## config.mk

```make
export PLATFORM = sky130hd
export DESIGN_NAME = triangle_store
export DESIGN_NICKNAME = d
export VERILOG_FILES = /design/src/rtl/triangle_store.sv
export SDC_FILE = /design/constraint.sdc
export NUM_CORES = 2
export LEC_CHECK = 0
export BUFFER_PORTS_ARGS = -buffer_cell sky130_fd_sc_hd__buf_2
export CELL_PAD_IN_SITES_DETAIL_PLACEMENT = 0
export CELL_PAD_IN_SITES_GLOBAL_PLACEMENT = 1
export CORE_MARGIN = 2
export CORE_UTILIZATION = 51
export DETAILED_ROUTE_END_ITERATION = 10
export GPL_TIMING_DRIVEN = 0
export PLACE_DENSITY_LB_ADDON = 0.1
export SLEW_MARGIN = 25
export SYNTH_ARGS = -nofsm -noshare
export SYNTH_HDL_FRONTEND = slang
export SYNTH_MEMORY_MAX_BITS = 65536
export SYNTH_SLANG_ARGS = --single-unit
```

## constraint.sdc

```tcl
create_clock -name clk -period 37.2 [get_ports clk]
set_input_delay 1.86 -clock clk [delete_from_list [all_inputs] [get_ports clk]]
set_output_delay 1.86 -clock clk [all_outputs]
set_load 0.02 [all_outputs]
```

## src/rtl/triangle_store.sv

```systemverilog
// ============================================================================
// Module   : triangle_store
// Brief    : Triangle scene memory with valid/ready write port, fixed
//            2-cycle read pipeline and a one-entry-per-cycle clear sweep.
// Revision : 1.0 - initial release
// ============================================================================
`default_nettype none

module triangle_store #(
  parameter int NUM_TRIANGLES = 16,
  parameter int ADDR_W        = $clog2(NUM_TRIANGLES),
  parameter int TRI_W         = 288
) (
  input  logic              clk,
  input  logic              rst_n,
  input  logic              wr_valid,
  input  logic [ADDR_W-1:0] wr_addr,
  input  logic [TRI_W-1:0]  wr_data,
  output logic              wr_ready,
  input  logic              clr,
  input  logic [ADDR_W-1:0] rd_addr,
  output logic              mem_ready,
  output logic [TRI_W-1:0]  rd_data,
  output logic              rd_hit,
  output logic [ADDR_W:0]   tri_count,
  output logic              clearing
);

  localparam logic [ADDR_W:0]   c_num_entries = NUM_TRIANGLES[ADDR_W:0];
  localparam logic [ADDR_W-1:0] c_last_idx    = ADDR_W'(NUM_TRIANGLES - 1);

  typedef enum logic [0:0] {
    S_IDLE  = 1'b0,
    S_CLEAR = 1'b1
  } state_t;

  state_t                  r_state;
  state_t                  w_state_nxt;
  logic [ADDR_W-1:0]       r_sweep_idx;
  logic [NUM_TRIANGLES-1:0] r_valid;
  logic [ADDR_W:0]         r_tri_count;
  logic                    r_addr_err;
  logic                    r_s1_hit;
  logic [TRI_W-1:0]        r_s1_data;
  logic [TRI_W-1:0]        r_mem [NUM_TRIANGLES];

  logic                    w_wr_fire;
  logic                    w_wr_in_range;
  logic                    w_wr_commit;
  logic                    w_rd_in_range;
  logic                    w_rd_valid;
  logic                    w_rd_take;

  // Next state and ready outputs; a clr pulse closes both ports in the same cycle.
  always_comb begin
    w_state_nxt = r_state;
    wr_ready    = 1'b0;
    mem_ready   = 1'b0;
    clearing    = 1'b0;
    case (r_state)
      S_IDLE: begin
        wr_ready  = !clr;
        mem_ready = !clr && !wr_valid;
        if (clr) begin
          w_state_nxt = S_CLEAR;
        end
      end
      S_CLEAR: begin
        clearing = 1'b1;
        if (!clr && (r_sweep_idx == c_last_idx)) begin
          w_state_nxt = S_IDLE;
        end
      end
      default: w_state_nxt = S_IDLE;
    endcase
  end

  assign w_wr_fire     = wr_valid && wr_ready;
  assign w_wr_in_range = ({1'b0, wr_addr} < c_num_entries);
  assign w_wr_commit   = w_wr_fire && w_wr_in_range;
  assign w_rd_in_range = ({1'b0, rd_addr} < c_num_entries);
  assign w_rd_valid    = w_rd_in_range && r_valid[rd_addr];
  assign w_rd_take     = mem_ready && w_rd_valid;
  assign tri_count     = r_tri_count;

  // Storage array carries no reset so it can map onto block RAM.
  always_ff @(posedge clk) begin
    if (clearing) begin
      r_mem[r_sweep_idx] <= '0;
    end else if (w_wr_commit) begin
      r_mem[wr_addr] <= wr_data;
    end
  end

  always_ff @(posedge clk or negedge rst_n) begin
    if (!rst_n) begin
      r_state     <= S_IDLE;
      r_sweep_idx <= '0;
      r_valid     <= '0;
      r_tri_count <= '0;
      r_addr_err  <= 1'b0;
    end else begin
      r_state <= w_state_nxt;

      if (clr) begin
        r_sweep_idx <= '0;
      end else if (clearing) begin
        r_sweep_idx <= r_sweep_idx + 1'b1;
      end

      if (clearing) begin
        r_valid[r_sweep_idx] <= 1'b0;
      end else if (w_wr_commit) begin
        r_valid[wr_addr] <= 1'b1;
      end

      // Only a first write to an entry adds to the population count.
      if (clr) begin
        r_tri_count <= '0;
      end else if (w_wr_commit && !r_valid[wr_addr]) begin
        r_tri_count <= r_tri_count + 1'b1;
      end

      if (w_wr_fire && !w_wr_in_range) begin
        r_addr_err <= 1'b1;
      end
    end
  end

  // Two-stage read pipeline; idle or stalled slots carry zeros.
  always_ff @(posedge clk or negedge rst_n) begin
    if (!rst_n) begin
      r_s1_hit  <= 1'b0;
      r_s1_data <= '0;
      rd_hit    <= 1'b0;
      rd_data   <= '0;
    end else begin
      r_s1_hit  <= w_rd_take;
      r_s1_data <= w_rd_take ? r_mem[rd_addr] : '0;
      rd_hit    <= r_s1_hit;
      rd_data   <= r_s1_data;
    end
  end

endmodule

`default_nettype wire

```

==> impl_metrics.toml <==
[synth]
synth-edff-count = 4608
yosysUniqueCellTypes = 37
ys_seq_area_share_pct = 79.70
synth_nets = 8134
synthFlopType = "edfxtp_1"
synth.area.top_cells = "edfxtp_1 (72%), mux4_2 (17%), dfrtp_1 (7.8%), and3_1 (1.9%), clkbuf_1 (0.57%)"
synth_top_area_share_pct = 71.85
synth_top_area_cell = "edfxtp_1"
syn_inst = 7829
netlist_area_sq_mm = 0.1926
synth.ff_latch_count = 5212
yosysWarningCount = 0
syn_avg_cell_area_sq_um = 24.60
ys_async_sr_fraction_pct = 11.59

[global_route]
gr-usage-all-layers_pct = 26.66
grt_pass1_wl_mm = 711.5
antenna_found_initial = 61
grt_max_degree = 96
gr-total-overflow = 0
grt_pass1_vias = 94510

[cts]
numClockSinks = 5212
cts_tree = "yes"
ctsHoldBuffers = 0
clock_path_buffers = 4
root_buffer = "clkbuf_16"
numCtsBuffers = 551
cts_resized = 0
clk_latency_ns = 1.02
postCtsSetupRepairBufs = 0
path_clk_slew_ns = 0.06
htree_num_levels = 6

[cells_and_area]
stdcell_count = 14870
final_core_util_pct = 61.08
syn_to_final_growth_pct = 19.19
drive_above_1_share_pct = 34.80
final_nets = 9674
fin_area_sq_mm = 0.2296

[timing]
hold_ws_ns = 0.3319
rsz0062_at_grt = "no"
period_share_pct = 15.44
fmax_ghz = 0.1741
fin_tns_setup_ns = 0
layout_min_cycle_time_ns = 5.743
slew_violations = 0
finalClockSkew_ns = 0.02959
max_slew_margin_pct = 20.86
timing.final.hold_violations = 0
setup_viol = 0
tightest_slew_ns = 1.187

[critical_path]
path_max_fanout = 10
slowest_delay_ns = 0.55
reg2reg_from = "r_state"
crit_path_start_kind = "input port"
arrival_ns = 3.88
end_kind = "primary output"
cp_cell_sequence = "buf_2 > nor3_1 > clkbuf_2 > buf_16 > clkbuf_1 > buf_2"
crit_top_cell = "buf_2"
slowest_stage = "clkbuf_1"
crit_type = "in2out"
crit_required_ns = 35.34
worstSetupStartpoint = "clr"

[pwr]
ir_worst_vdd_uv = 43.95
power_density_mw_per_mm2 = 54.04
p_leak_nw = 85.71

[floorplanning]
start_util_pct = 51.24
ios = 597
rows = 225
die-width_microns = 618.5
die_h_microns = 618.5
die-area_sq_mm = 0.3825
core_sq_mm = 0.3758

[routing]
drc = 0
via_per_inst = 6.131
wl_mm = 508.5
dr.pass1.iters = 5
routedWlPerCell_microns = 34.19
drt-initial-drc-count = 10750
vias = 91180
ant_nets = 0

[place]
numPortBuffers = 592
dp_hpwl_mm = 334.4
gp_congestion = 0.7779
post_dp_cell_area_sq_mm = 0.2119
dp.cells = 13810

[min_path]
holdCritStartpoint = "r_s1_data[90]"
hold_path_class = "reg2reg"

[run_status]
status = "completed"

[run]
max-cap-violations = 0
[synth_stat cells (all sizes together), types with 2 or more instances]
master and count:
o31a 2, a31oi 14, edfxtp 4608, clkbuf 301, a21oi 9, o21ai 10
nor3 5, mux2i 3, mux2 4, nor2 28, xor2 3, nand3 7
inv 7, mux4 1447, or3 3, nor3b 2, o31ai 2, dfrtp 604
buf 160, ha 5, nand4 2, nor2b 3, and3 576, a32o 2
nand2 13
[area by class of cell]
type | instances | area, sq um
sequential | 5212 | 153500
fill | 25890 | 146300
multi-input combinational | 2149 | 37060
clock buffer | 794 | 15780
timing repair buffer | 987 | 12830
tap | 4994 | 6248
buffer | 461 | 2213
clock inverter | 214 | 1765
antenna | 55 | 137.6
inverter | 7 | 26.28
[worst paths after layout]
path | endpoint | cells after the start | slack (ns)
min in group asynchronous | r_s1_data[41] | 1 | 0.80
max reg2reg | r_mem[10][150] | 14 | 32.48
min reg2reg | rd_data[90] | 0 | 0.33
min | rd_data[90] | 0 | 0.33
max | mem_ready | 6 | 31.46
max in group asynchronous | r_s1_data[149] | 4 | 34.56
[through the flow]
stage	power, W	setup WS (ns)
6_report	0.01241	31.46
5_1_grt	0.01274	31.43
4_1_cts	0.01250	31.48
3_5_place_dp	0.007212	31.18
3_3_place_gp	0.007277	1.713
2_1_floorplan	0.006936	21.34
[cell usage in the layout, fill, tap and decap left out, types with 48 or more instances in the layout]
cell type and instances:
diode_2 55, and3_1 576, clkbuf_1 423, clkinv_2 73, mux4_2 1447, buf_2 707, dfrtp_1 604, buf_12 134
clkbuf_2 48, buf_16 260, clkinv_1 76, clkbuf_16 583, edfxtp_1 4608
[power by group]
part | leakage [nW] | internal, W | switching [W]
clock | 8.58 | 0.00312 | 0.00221
sequential | 55.6 | 0.00641 | 0.0000233
combinational | 21.5 | 0.000279 | 0.000367
total | 85.7 | 0.00981 | 0.00260
[logic make-up after synthesis]
group / count (synthesis) / share of synthesized area, %
simple gates: 641 / 2.024
fa+ha+maj: 5 / 0.03248
xor+xnor: 4 / 0.01819
buf+inv: 468 / 1.119
compound gates: 45 / 0.1481
mux: 1454 / 16.96
flops: 5212 / 79.70
[layer usage]
metal	vias to the layer above	part of all wire, %	track usage, %
met5	-	0.013	0
met3	759	6.7	4.150
met1	49990	39	36.00
met4	10	3.6	9.203
met2	3765	51	44.71
li1	36660	-	-
[state kept, by name, summed over array words and instances (netlist names)]
register	cells
tri_count	5
r_sweep_idx	4
rd_data	288
r_state	1
r_s1_hit	1
r_s1_data	288
r_mem	4608
r_valid	16
rd_hit	1
[worst max-delay path: cells and delay by family]
| family | cells | cell delay (ns) |
|---|---|---|
| buffers and inverters | 5 | 1.72 |
| AND/OR/NAND/NOR | 1 | 0.26 |
Power figures use the tool's default switching activity.
